--- src/rtl/shift_sequencer_pkg.sv ---
// Shared definitions for the multi-pass shift sequencer: opcodes, FSM states, helpers.
// Latency: n/a (definitions only).
// Backpressure: n/a.
package shift_sequencer_pkg;

    localparam logic [2:0] OP_SRL = 3'd0;
    localparam logic [2:0] OP_SLL = 3'd1;
    localparam logic [2:0] OP_SRA = 3'd2;
    localparam logic [2:0] OP_ROR = 3'd3;
    localparam logic [2:0] OP_ROL = 3'd4;

    typedef enum logic [1:0] {
        S_IDLE = 2'd0,
        S_P1   = 2'd1,
        S_P2   = 2'd2,
        S_DONE = 2'd3
    } state_e;

    // 5-bit two's-complement negation; wraps so that neg5(0) == 0.
    function automatic logic [4:0] neg5(input logic [4:0] n);
        return 5'd0 - n;
    endfunction

endpackage

--- src/rtl/shift_sequencer_bit_rev32.sv ---
// 32-bit bit reversal (bit i of the output is bit 31-i of the input).
// Latency: combinational.
// Backpressure: none.
// Ports: i_data operand, o_data reversed operand.
module shift_sequencer_bit_rev32 (
    input  logic [31:0] i_data,
    output logic [31:0] o_data
);

    always_comb begin
        o_data = '0;
        for (int i = 0; i < 32; i++) begin
            o_data[i] = i_data[31-i];
        end
    end

endmodule

--- src/rtl/shift_sequencer_srl.sv ---
// Shared 32-bit logical right shifter.
// Latency: combinational.
// Backpressure: none.
// Ports: i_data operand, i_shamt shift amount, o_data = i_data >> i_shamt.
module shift_sequencer_srl (
    input  logic [31:0] i_data,
    input  logic [4:0]  i_shamt,
    output logic [31:0] o_data
);

    assign o_data = i_data >> i_shamt;

endmodule

--- src/rtl/shift_sequencer.sv ---
// Shift execution unit: SRL/SLL/SRA/ROR/ROL built from one logical right shifter in up to two passes.
// Latency: accept edge to rsp_valid is 2 cycles (one pass) or 3 cycles (two passes).
// Backpressure: one request in flight; req_ready only in IDLE; rsp held stable until rsp_ready.
// Ports: req_valid/req_ready/req_op/req_data/req_shamt in, rsp_valid/rsp_ready/rsp_data out, busy.
module shift_sequencer
    import shift_sequencer_pkg::*;
#(
    parameter bit ZERO_SKIP = 1'b1
) (
    input  logic        clk,
    input  logic        rst_n,
    input  logic        req_valid,
    output logic        req_ready,
    input  logic [2:0]  req_op,
    input  logic [31:0] req_data,
    input  logic [4:0]  req_shamt,
    output logic        rsp_valid,
    input  logic        rsp_ready,
    output logic [31:0] rsp_data,
    output logic        busy
);

    state_e      r_state;
    logic [2:0]  r_op;
    logic [31:0] r_data;
    logic [4:0]  r_shamt;
    logic [31:0] r_acc;
    logic        r_rsp_valid;
    logic [31:0] r_rsp_data;

    logic [31:0] w_data_rev;
    logic [31:0] w_srl_in;
    logic [4:0]  w_srl_amt;
    logic [31:0] w_srl_out;
    logic [31:0] w_srl_out_rev;
    logic [4:0]  w_m;
    logic [31:0] w_p1_res;
    logic [31:0] w_p2_res;
    logic        w_two_pass;

    shift_sequencer_bit_rev32 u_rev_in (
        .i_data (r_data),
        .o_data (w_data_rev)
    );

    shift_sequencer_srl u_srl (
        .i_data  (w_srl_in),
        .i_shamt (w_srl_amt),
        .o_data  (w_srl_out)
    );

    shift_sequencer_bit_rev32 u_rev_out (
        .i_data (w_srl_out),
        .o_data (w_srl_out_rev)
    );

    // Effective right-rotate amount: ROL by n is ROR by (32-n) mod 32.
    assign w_m = (r_op == OP_ROL) ? neg5(r_shamt) : r_shamt;

    // A rotate by zero is the identity, so it can skip the wrap-around pass.
    assign w_two_pass = (r_op == OP_SRA) ||
                        (((r_op == OP_ROR) || (r_op == OP_ROL)) &&
                         !(ZERO_SKIP && (w_m == 5'd0)));

    // Shifter operand muxes, driven from registered state only.
    always_comb begin
        w_srl_in  = r_data;
        w_srl_amt = r_shamt;
        w_p1_res  = w_srl_out;
        w_p2_res  = r_acc;
        if (r_state == S_P2) begin
            if (r_op == OP_SRA) begin
                // Sign fill: ~(all-ones >> n) sets the top n bits.
                w_srl_in  = 32'hFFFF_FFFF;
                w_srl_amt = r_shamt;
                w_p2_res  = r_acc | (r_data[31] ? ~w_srl_out : 32'h0);
            end else begin
                // Wrap-around bits of the rotate are a left shift by (32-m),
                // done as a reversed right shift. For m==0 this yields r_data.
                w_srl_in  = w_data_rev;
                w_srl_amt = neg5(w_m);
                w_p2_res  = r_acc | w_srl_out_rev;
            end
        end else begin
            case (r_op)
                OP_SRL, OP_SRA, OP_ROR: begin
                    w_srl_in  = r_data;
                    w_srl_amt = r_shamt;
                    w_p1_res  = w_srl_out;
                end
                OP_SLL: begin
                    w_srl_in  = w_data_rev;
                    w_srl_amt = r_shamt;
                    w_p1_res  = w_srl_out_rev;
                end
                OP_ROL: begin
                    w_srl_in  = r_data;
                    w_srl_amt = w_m;
                    w_p1_res  = w_srl_out;
                end
                default: begin
                    w_p1_res  = r_data;
                end
            endcase
        end
    end

    always_ff @(posedge clk or negedge rst_n) begin
        if (!rst_n) begin
            r_state     <= S_IDLE;
            r_op        <= '0;
            r_data      <= '0;
            r_shamt     <= '0;
            r_acc       <= '0;
            r_rsp_valid <= 1'b0;
            r_rsp_data  <= '0;
        end else begin
            case (r_state)
                S_IDLE: begin
                    if (req_valid) begin
                        r_op    <= req_op;
                        r_data  <= req_data;
                        r_shamt <= req_shamt;
                        r_state <= S_P1;
                    end
                end
                S_P1: begin
                    r_acc   <= w_p1_res;
                    r_state <= w_two_pass ? S_P2 : S_DONE;
                end
                S_P2: begin
                    r_acc   <= w_p2_res;
                    r_state <= S_DONE;
                end
                S_DONE: begin
                    // Present the result one cycle after entering DONE, then
                    // hold it until the consumer takes it.
                    if (!r_rsp_valid) begin
                        r_rsp_valid <= 1'b1;
                        r_rsp_data  <= r_acc;
                    end else if (rsp_ready) begin
                        r_rsp_valid <= 1'b0;
                        r_state     <= S_IDLE;
                    end
                end
                default: begin
                    r_state <= S_IDLE;
                end
            endcase
        end
    end

    assign req_ready = (r_state == S_IDLE);
    assign busy      = (r_state != S_IDLE);
    assign rsp_valid = r_rsp_valid;
    assign rsp_data  = r_rsp_data;

endmodule

--- config.mk ---
export PLATFORM = sky130hd
export DESIGN_NAME = shift_sequencer
export DESIGN_NICKNAME = d
export VERILOG_FILES = /design/src/rtl/shift_sequencer_pkg.sv /design/src/rtl/shift_sequencer_bit_rev32.sv /design/src/rtl/shift_sequencer_srl.sv /design/src/rtl/shift_sequencer.sv
export SDC_FILE = /design/constraint.sdc
export NUM_CORES = 1
export LEC_CHECK = 0
export ABC_CLOCK_PERIOD_IN_PS = 4100
export CORE_AREA = 10 10 167 169
export CTS_CLUSTER_DIAMETER = 120
export DETAILED_ROUTE_END_ITERATION = 16
export DIE_AREA = 0 0 177 179
export SYNTH_ARGS = -nofsm -noshare
export SYNTH_HDL_FRONTEND = slang
export SYNTH_HIERARCHICAL = 1
export SYNTH_SLANG_ARGS = --single-unit
--- constraint.sdc ---
create_clock -name clk -period 4.1 [get_ports clk]
set_clock_uncertainty 0.05 [all_clocks]
set_input_delay 0.41 -clock clk [delete_from_list [all_inputs] [get_ports clk]]
set_output_delay 0.41 -clock clk [all_outputs]
set_load 0.1 [all_outputs]
==> results of run 1 <==
-- final cells by class --
type,count,share of cell area [%]
clock inverters,7,0.621
flip-flops and latches,107,28.3
repair buffers,120,12.1
multi-input cells,632,51.7
clock buffers,9,2.38
well taps,330,4.36
inverters,13,0.515
-- worst min path at each step --
stage,from,end,depth (start not counted)
5_1_grt,rst_n,rsp_data[29]$_DFFE_PN0P_,1
4_1_cts,rst_n,rsp_data[29]$_DFFE_PN0P_,1
6_report,rst_n,rsp_data[12]$_DFFE_PN0P_,1
3_5_place_dp,r_acc[26]$_DFFE_PN0P_,r_acc[26]$_DFFE_PN0P_,2
3_3_place_gp,rsp_data[21]$_DFFE_PN0P_,rsp_data[21]$_DFFE_PN0P_,1
2_1_floorplan,rst_n,r_acc[0]$_DFFE_PN0P_,0
-- stage by stage --
stage	cells	setup slack [ns]	util, %	hold WS [ns]	instance area, sq um
floorplan	898	0.341	-	0.0644	8450
global placement	1202	0.379	37.1	0.426	9180
detailed placement	1202	0.326	37.1	0.434	9180
CTS	1218	0.286	38.3	0.0425	9470
global route	1218	0.0501	38.3	0.0759	9470
finish	1218	0.361	38.3	0.0218	9470
-- cell usage in the layout, fill, tap and decap left out, types with 3 or more instances in the layout --
cell type	n
xnor2_1	3
mux2_2	84
a32oi_1	3
o22ai_1	4
a21oi_1	102
o21ai_0	6
mux2i_1	19
buf_12	4
a221oi_1	20
o31ai_1	3
and2_1	4
o2bb2ai_1	3
mux2_1	3
a22oi_1	31
clkdlybuf4s50_1	77
o21ai_1	3
a22o_1	9
a211oi_1	37
inv_1	12
nor2b_1	34
nand2_1	55
buf_4	39
or3_1	3
nor2_1	75
ha_1	5
o311ai_1	32
o21a_1	13
dfrtp_1	105
o211ai_1	3
mux4_2	29
clkbuf_16	9
nor3_1	4
nand3b_1	3
nand2b_1	5
o221ai_1	3
-- state kept, by name, indices dropped and copies added (netlist names) --
| signal | cells |
|---|---|
| r_acc | 32 |
| r_data | 32 |
| r_op | 3 |
| r_shamt | 5 |
| r_state | 2 |
| rsp_data | 32 |
| rsp_valid | 1 |
-- layer usage --
| metal | vias up | wire length [um] | track usage, % |
|---|---|---|---|
| li1 | 3291 | - | - |
| met1 | 3520 | 12500 | 24.8 |
| met2 | 307 | 11400 | 24.1 |
| met3 | 21 | 2220 | 3.56 |
| met4 | 0 | 416 | 4.24 |
| met5 | - | 0 | 0 |
-- logic make-up after synthesis --
| kind of cell | Yosys count | synth area share (%) |
|---|---|---|
| xor+xnor | 5 | 0.518 |
| compound gates | 290 | 23.8 |
| buf+inv | 159 | 10.7 |
| fa+ha+maj | 6 | 0.889 |
| flops | 107 | 31.7 |
| simple gates | 196 | 10.8 |
| mux | 135 | 21.6 |
-- worst max-delay path: stages, from the launching register on --
cell	delay [ns]
dfrtp_1	0.43
inv_1	0.09
ha_1	0.23
nand2b_1	0.09
o21ai_0	0.20
xor2_1	0.22
ha_1	0.26
mux2i_1	0.13
mux2i_1	0.09
buf_4	0.20
or2_2	0.33
or3_1	0.37
o221ai_1	0.09
a211oi_1	0.08
buf_4	0.16
mux2_2	0.26
a221oi_1	0.23
a21oi_1	0.11
-- timing repair --
item,CTS,global route
endpoints found under the setup margin,0,1
setup buffers,0,0
resized for setup,0,1
==> summary.md, run 1 <==
| Metric | Value |
|---|---|
| Worst-path maximum fanout | `16` |
| Share of the synthesized area in the top cell type | `31.7%` |
| Worst r2r src | `r_shamt[1]$_DFFE_PN0P_` |
| Yosys cell types | `61` |
| Initial Utilization | `between 30% and 40%` |
| Crit start category | `register` |
| Critical path destination | `r_acc[6]$_DFFE_PN0P_` |
| CP arrival | `3.93 ns` |
| CORE AREA | `roughly 25,000 sq um` |
| Peak Freq | `~270 MHz` |
| Final period utilization | `91.2%` |
| DR iter-0 viols | `929` |
| Worst slew pin tran | `1.19 ns` |
| Synth warn | `6` |
| Seq/Total Area, Yosys | `31.7%` |
| Via/cell ratio | `5.86` |
| Drt wl/cell | `21.8 um` |
| Wire length after detailed routing | `roughly 27 mm` |
| Final setup fails | `0` |
| CTS Hold Bufs | `0` |
| Antenna violations before repair | `0` |
| Ports | `79` |
| RR Endpoint | `r_acc[6]$_DFFE_PN0P_` |
| Dpl hpwl | `approximately 20 mm` |
| DIE HEIGHT | `179 um` |
| Num CTS Buffers | `9` |
| Post-synth EDFFs | `0` |
| Die Area | `31,700 sq um` |
| Yosys reg bits | `between 100 and 150` |
| H-tree levels | `3` |
| Status | `complete, no violations` |
| Area grow syn2layout | `12.1%` |
| First-pass GRT wire length | `approximately 41 mm` |
| Most frequent cell after synthesis | `dfrtp_1` |
| CTS Buffer Depth | `2` |
| Input/output buffers | `78` |
| GRT Util Overall | `roughly 17%` |
| # rows | `58` |
| DR pass1 iterations | `6` |
| Fin nets | `933` |
| Grt total ovfl | `0` |
| Unrepaired setup endpoints after global routing | `no` |
| Mapped Cells | `about 900` |
| CTS tree | `yes` |
| Post-route minimum period | `3.74 ns` |
| Asr flop ratio synth | `100%` |
| Setup CP Type | `register to register` |
| Net Count, Synth | `roughly 950` |
| Max Slew Vio Count | `0` |
| Rel. slew slack | `a little over a fifth` |
| CTS clk-pin slew, worst paths | `0.07 ns` |
| DR DRC count | `0` |
| # diodes | `0` |
| RePlAce Congestion | `between 0.9 and 1` |
| Clock root buffer | `clkbuf_16` |
| Worst R2R Setup Slack | `0.36 ns` |
| Ratio of cells with drive above 1 in the final layout | `about a fifth` |
| Mean Syn Cell Area | `9.41 sq um` |
| Hold Fails Final Rpt | `0` |
| Largest net degree at the start of global routing | `65` |
| # fillers | `2,470` |
| Worst setup EP type | `register` |
| Max_cap viols | `0` |
| Worst skew pair latency | `0.37 ns` |
| Multi-input logic area | `around 4900 sq um` |
| Synth area leaders | `dfrtp_1, mux2_2, mux4_2, a21oi_1, buf_4` |
| Antenna Nets Post-Route | `0` |
| Worst reg2reg path depth | `17` |
| Hold Crit Class | `input port to asynchronous set/reset pin` |
| Num Clock Sinks | `~110` |
| WP data required | `about 4.3 ns` |
| Chip width | `177 um` |
| Number of global-route vias before repair | `approximately 6.6k` |
| Largest area contributor in the netlist | `dfrtp_1` |
| Total negative slack | `0 ns` |
| Via count | `7,139` |
| Mapped Area | `8450 sq um` |
| Crit path from | `r_shamt[1]$_DFFE_PN0P_` |
| Sequential cell area | `2680 sq um` |
| Synth Flop Type | `dfrtp_1` |
| Synth top cells by count | `dfrtp_1, a21oi_1, mux2_2` |
Power of run 1 is left out: the tool's default activity adds up to more than one toggle a clock period on the data nets, which glitch-free logic cannot reach.
==> inputs of run 2 (changes only) <==
Settings changed: ABC_CLOCK_PERIOD_IN_PS 4100 to 3900.
Clock period 4.1 ns to 3.9 ns, I/O delays scaled along.
==> run 2 against run 1 <==
Compared with the run above:
- die area stayed put
- clock-buffer cell count is 1 higher
- cell count is 0.66% higher
- setup slack worse by 0.15 ns
- routed wire length is 0.36% higher
- final area is 0.69% higher
- sequential cell count stayed put
- fmax is 1.4% higher
- worst hold slack better by 0.42 ns
- first-iteration DRC count is 4.1% lower
- non-clock buffer count is 8 higher
- highest routed layer unchanged
- via count is 0.46% higher
==> summary.md, run 2 (same netlist as run 1, synthesis figures left out) <==
| Metric | Value |
|---|---|
| Status | `complete, no violations (unchanged)` |
| Area grow syn2layout | `12.9% (was 12.1%)` |
| Rel. slew slack | `17.3% (was 20.8%)` |
| CTS Buffer Depth | `2 (unchanged)` |
| Total negative slack | `0 ns (unchanged)` |
| Chip width | `177 um (unchanged)` |
| CP arrival | `3.92 ns (was 3.93 ns)` |
| Ratio of cells with drive above 1 in the final layout | `21.4% (was 20.9%)` |
| Final setup fails | `0 (unchanged)` |
| # diodes | `0 (unchanged)` |
| Critical path cell sequence | `inv_1 > ha_1 > and2_1 > a21oi_1 > o22ai_1 > a21oi_4 > buf_12 > mux4_2 > mux4_2 > a221o_1 > o311ai_1 > a21oi_1 > a21oi_1 (was inv_1 > ha_1 > nand2b_1 > o21ai_0 > xor2_1 > ha_1 > mux2i_1 > mux2i_1 > buf_4 > or2_2 > or3_1 > o221ai_1 > a211oi_1 > buf_4 > mux2_2 > a221oi_1 > a21oi_1)` |
| DR pass1 iterations | `5 (was 6)` |
| DIE HEIGHT | `179 um (unchanged)` |
| Num Clock Sinks | `107 (unchanged)` |
| RePlAce Congestion | `1.02 (was 0.983)` |
| Input/output buffers | `78 (unchanged)` |
| Initial Utilization | `34.1% (unchanged)` |
| Largest net degree at the start of global routing | `66 (was 65)` |
| Via/cell ratio | `5.85 (was 5.86)` |
| Hold Fails Final Rpt | `0 (unchanged)` |
| Final period utilization | `94.5% (was 91.2%)` |
| Worst skew pair latency | `0.36 ns (was 0.37 ns)` |
| CORE AREA | `24,700 sq um (unchanged)` |
| Bufs and invs on worst path | `2 (was 3)` |
| CTS tree | `yes (unchanged)` |
| Most used cell, CP | `a21oi_1` |
| Worst-path maximum fanout | `39 (was 16)` |
| Post-route minimum period | `3.69 ns (was 3.74 ns)` |
| Ports | `79 (unchanged)` |
| First-pass GRT wire length | `41.5 mm (about the same)` |
| Clock root buffer | `clkbuf_16 (unchanged)` |
| Wire length after detailed routing | `26.7 mm (was 26.6 mm)` |
| Die Area | `31,700 sq um (unchanged)` |
| Number of global-route vias before repair | `6,713 (was 6,614)` |
| Leading cell type in the layout, fill and taps excluded | `dfrtp_1 (unchanged)` |
| Fin nets | `941 (was 933)` |
| Max Slew Vio Count | `0 (unchanged)` |
| Worst setup EP type | `register (unchanged)` |
| Antenna Nets Post-Route | `0 (unchanged)` |
| H-tree levels | `3 (unchanged)` |
| # rows | `58 (unchanged)` |
| Via count | `7,172 (was 7,139)` |
| Num CTS Buffers | `9 (unchanged)` |
| Antenna violations before repair | `0 (unchanged)` |
| WP data required | `4.14 ns (was 4.29 ns)` |
| Grt total ovfl | `0 (unchanged)` |
| Drt wl/cell | `21.8 um (about the same)` |
| Largest stage delay, worst path | `0.52 ns (was 0.43 ns)` |
| Largest delay share family, worst path | `compound AO/OA/AOI/OAI gates (was simple AND/OR/NAND/NOR gates)` |
| Most frequent cells in the layout | `dfrtp_1, a21oi_1, mux2_2 (unchanged)` |
| GRT Util Overall | `16.8% (about the same)` |
| DR iter-0 viols | `891 (was 929)` |
| CTS clk-pin slew, worst paths | `0.08 ns (was 0.07 ns)` |
| Worst slew pin tran | `1.24 ns (was 1.19 ns)` |
| Setup CP Type | `register to register (unchanged)` |
| DR DRC count | `0 (unchanged)` |
| Max_cap viols | `0 (unchanged)` |
| Crit start category | `register (unchanged)` |
| Dpl hpwl | `20.1 mm (was 19.6 mm)` |
| Unrepaired setup endpoints after global routing | `no (unchanged)` |
| Slowest cell on crit path | `mux4_2 (was dfrtp_1)` |
| Peak Freq | `271 MHz (was 267 MHz)` |
| Hold Crit Class | `register to register (was input port to asynchronous set/reset pin)` |
## run 2: cell count changes in the layout (fill, tap and decap cells not counted), moves of 2 or more
cell,change
buf_4,+7
clkinv_2,-2
clkinv_4,-2
clkinvlp_4,+2
inv_6,+2
inv_8,-2
## run 2: worst reg2reg max path, stage by stage, from the launching register on
cell and delay, ns:
dfrtp_1 0.42, inv_1 0.09, ha_1 0.32, and2_1 0.16, a21oi_1 0.12, o22ai_1 0.14
a21oi_4 0.19, buf_12 0.23, mux4_2 0.40, mux4_2 0.52, a221o_1 0.43, o311ai_1 0.30
a21oi_1 0.11, a21oi_1 0.14
## run 2: through the flow
step	setup slack, ns	area, sq um	cells	hold slack [ns]	util [%]
5_1_grt	0.0285	9530	1226	0.478	38.5
4_1_cts	0.180	9520	1224	0.451	38.5
3_3_place_gp	0.272	9210	1207	0.342	37.2
3_5_place_dp	0.208	9210	1207	0.345	37.2
2_1_floorplan	0.141	8450	898	0.0444	-
6_report	0.214	9530	1226	0.444	38.5
## run 2: timing repair
item | in CTS | in global routing
endpoints found under the hold margin | 34 | 0
setup endpoints to repair | 0 | 3
hold buffers | 1 | 0
buffers inserted | 0 | 2
gates resized for setup | 0 | 2
## run 2: worst paths after layout
kind                            slack, ns                  endpoint                startpoint  cells past startpoint
worst max register to register       0.21      r_acc[1]$_DFFE_PN0P_    r_shamt[1]$_DFFE_PN0P_                     13
worst min-delay path                 0.44  rsp_data[21]$_DFFE_PN0P_  rsp_data[21]$_DFFE_PN0P_                      1
max in group asynchronous            2.42    r_shamt[0]$_DFFE_PN0P_                     rst_n                      3
worst min register to register       0.44  rsp_data[21]$_DFFE_PN0P_  rsp_data[21]$_DFFE_PN0P_                      1
worst max-delay path                 0.21      r_acc[1]$_DFFE_PN0P_    r_shamt[1]$_DFFE_PN0P_                     13
min in group asynchronous            0.49   rsp_data[0]$_DFFE_PN0P_                     rst_n                      2
## run 2: routing by layer
metal | GRT usage (%) | vias to the layer above | part of all wire, %
li1 | - | 3302 | -
met1 | 24.0 | 3539 | 47
met2 | 24.3 | 301 | 43
met3 | 4.87 | 30 | 8.5
met4 | 3.57 | 0 | 1.4
met5 | 0 | - | 0
## run 2: layout make-up
class | count | area, sq um
Clock buffer | 10 | 239
Inverter | 13 | 48.8
Timing Repair Buffer | 128 | 1200
Multi-Input combinational cell | 632 | 4900
Fill cell | 2513 | 15200
Tap cell | 330 | 413
Sequential cell | 107 | 2680
Clock inverter | 6 | 57.6
Power of run 2 is left out for the same reason.
==> inputs of run 3 (changes only) <==
Settings changed: ABC_CLOCK_PERIOD_IN_PS 3900 to 4700.
Clock period 3.9 ns to 4.7 ns, I/O delays scaled along.
==> run 3 against run 2 <==
Compared with the run above:
- highest routed layer unchanged
- final area down 1.8%
- largest cell class unchanged
- routed wire length down 4.1%
- register-to-register slack better by 0.44 ns
- critical path depth down 1
- clock-buffer cell count unchanged
- first-iteration DRC count down 1.3%
- setup slack better by 0.44 ns
==> summary.md, run 3 (same netlist as run 1, synthesis figures left out) <==
| Metric | Value |
|---|---|
| Status | `complete, no violations (unchanged)` |
| Wire length after detailed routing | `25.6 mm (was 26.7 mm)` |
| Util after Layout | `37.8% (was 38.5%)` |
| # rows | `58 (unchanged)` |
| Hold Fails Final Rpt | `0 (unchanged)` |
| Number of global-route vias before repair | `6,697 (was 6,713)` |
| DR iter-0 viols | `879 (was 891)` |
| Critical path destination | `r_acc[1]$_DFFE_PN0P_ (unchanged)` |
| CORE AREA | `24,700 sq um (unchanged)` |
| H-tree levels | `3 (unchanged)` |
| Antenna Nets Post-Route | `0 (unchanged)` |
| Worst setup EP type | `register (unchanged)` |
| Antenna violations before repair | `0 (unchanged)` |
| Leading cell type in the layout, fill and taps excluded | `dfrtp_1 (unchanged)` |
| Worst r2r src | `r_op[2]$_DFFE_PN0P_ (was r_shamt[1]$_DFFE_PN0P_)` |
| Dpl hpwl | `18.9 mm (was 20.1 mm)` |
| Crit path from | `r_op[2]$_DFFE_PN0P_ (was r_shamt[1]$_DFFE_PN0P_)` |
| Num CTS Buffers | `9 (unchanged)` |
| Hold Crit Class | `input port to asynchronous set/reset pin (was register to register)` |
| First-pass GRT wire length | `40.4 mm (was 41.5 mm)` |
| Num Clock Sinks | `107 (unchanged)` |
| Worst reg2reg path depth | `12 (was 13)` |
| DIE HEIGHT | `179 um (unchanged)` |
| Post-CTS Repair Setup Buffers | `0 (unchanged)` |
| Drt wl/cell | `21.2 um (was 21.8 um)` |
| Worst-path maximum fanout | `26 (was 39)` |
| Initial Utilization | `34.1% (unchanged)` |
| Max_cap viols | `0 (unchanged)` |
| Worst skew pair latency | `0.37 ns (was 0.36 ns)` |
| CTS Hold Bufs | `0 (was 1)` |
| Largest stage delay, worst path | `0.56 ns (was 0.52 ns)` |
| Ratio of cells with drive above 1 in the final layout | `19.7% (was 21.4%)` |
| Crit start category | `register (unchanged)` |
| Grt total ovfl | `0 (unchanged)` |
| RR Endpoint | `r_acc[1]$_DFFE_PN0P_ (unchanged)` |
| Busiest grt layer | `met1 (was met2)` |
| Via/cell ratio | `5.87 (was 5.85)` |
| Slowest cell on crit path | `mux4_2 (unchanged)` |
| Critical path depth | `12 (was 13)` |
| Via count | `7,081 (was 7,172)` |
| Worst R2R Setup Slack | `0.65 ns (was 0.21 ns)` |
| Clock root buffer | `clkbuf_16 (unchanged)` |
| Most frequent cells in the layout | `dfrtp_1, a21oi_1, mux2_2 (unchanged)` |
| Unrepaired setup endpoints after global routing | `no (unchanged)` |
| Area grow syn2layout | `10.8% (was 12.9%)` |
| Most used cell, CP | `a21oi_1 (unchanged)` |
| Post-route minimum period | `4.05 ns (was 3.69 ns)` |
| Final period utilization | `86.2% (was 94.5%)` |
| RePlAce Congestion | `1.00 (was 1.02)` |
| Post-DP Area | `9080 sq um (was 9210 sq um)` |
| Hold Slack | `0.199 ns (was 0.444 ns)` |
| Worst slew pin tran | `1.18 ns (was 1.24 ns)` |
| GRT Util Overall | `16.2% (was 16.8%)` |
| # diodes | `0 (unchanged)` |
| Die Area | `31,700 sq um (unchanged)` |
| CTS clk-pin slew, worst paths | `0.08 ns (about the same)` |
| Met1 Use GR | `23.7% (was 24.0%)` |
| CTS Buffer Depth | `2 (unchanged)` |
| Chip width | `177 um (unchanged)` |
| WP data required | `4.94 ns (was 4.14 ns)` |
| Finished Cell Area | `9360 sq um (was 9530 sq um)` |
| Bufs and invs on worst path | `1 (was 2)` |
| GRT met3 Usage | `3.83% (was 4.87%)` |
| Largest delay share family, worst path | `compound AO/OA/AOI/OAI gates (unchanged)` |
| CTS tree | `yes (unchanged)` |
| CP arrival | `4.29 ns (was 3.92 ns)` |
| Critical path cell sequence | `nor2_2 > and2_2 > buf_12 > nor2b_1 > a211oi_1 > a21oi_1 > mux4_2 > mux4_2 > a221o_1 > o311ai_1 > a21oi_1 > a21oi_1 (was inv_1 > ha_1 > and2_1 > a21oi_1 > o22ai_1 > a21oi_4 > buf_12 > mux4_2 > mux4_2 > a221o_1 > o311ai_1 > a21oi_1 > a21oi_1)` |
| Resize count post-CTS | `0 (unchanged)` |
| Met2 Usage GRT | `23.1% (was 24.3%)` |
| DR DRC count | `0 (unchanged)` |
| Largest net degree at the start of global routing | `73 (was 66)` |
| DR pass1 iterations | `5 (unchanged)` |
| Input/output buffers | `78 (unchanged)` |
| Setup CP Type | `register to register (unchanged)` |
| Ports | `79 (unchanged)` |
| Total negative slack | `0 ns (unchanged)` |
| Max Slew Vio Count | `0 (unchanged)` |
| Final setup fails | `0 (unchanged)` |
| Peak Freq | `247 MHz (was 271 MHz)` |
| Rel. slew slack | `21.1% (was 17.3%)` |
| Fin nets | `922 (was 941)` |
[run 3: final cells by class]
cell class,count,area [sq um]
Inverter,13,48.8
Sequential cell,107,2680
Clock buffer,10,229
Timing Repair Buffer,109,1040
Clock inverter,6,58.8
Fill cell,2499,15400
Tap cell,330,413
Multi-Input combinational cell,632,4900
[run 3: metal layers]
layer  vias up  wire length (um)
li1       3265                 -
met1      3458             11900
met2       333             10900
met3        25              2330
met4         0               442
met5         -                 0
[run 3: worst reg2reg max path, cell delays in order, from the launching register on]
cell and delay, ns:
dfrtp_1 0.48, nor2_2 0.15, and2_2 0.53, buf_12 0.25
nor2b_1 0.06, a211oi_1 0.21, a21oi_1 0.13, mux4_2 0.56
mux4_2 0.54, a221o_1 0.46, o311ai_1 0.30, a21oi_1 0.10
a21oi_1 0.14
[run 3: stage by stage]
stage | worst slack [ns] | instances
6_report | 0.649 | 1207
3_5_place_dp | 0.713 | 1191
5_1_grt | 0.300 | 1207
3_3_place_gp | 0.683 | 1191
2_1_floorplan | 0.941 | 898
4_1_cts | 0.687 | 1207
[run 3: worst min path at each step]
stage / startpoint / to / slack (ns) / cells after the start
6_report: rst_n / rsp_data[12]$_DFFE_PN0P_ / 0.20 / 1
5_1_grt: rst_n / rsp_data[12]$_DFFE_PN0P_ / 0.28 / 1
4_1_cts: rst_n / rsp_data[12]$_DFFE_PN0P_ / 0.24 / 1
3_5_place_dp: rsp_data[22]$_DFFE_PN0P_ / rsp_data[22]$_DFFE_PN0P_ / 0.43 / 1
3_3_place_gp: rsp_data[22]$_DFFE_PN0P_ / rsp_data[22]$_DFFE_PN0P_ / 0.43 / 1
2_1_floorplan: rst_n / r_acc[0]$_DFFE_PN0P_ / 0.12 / 0
Power of run 3 is left out for the same reason.
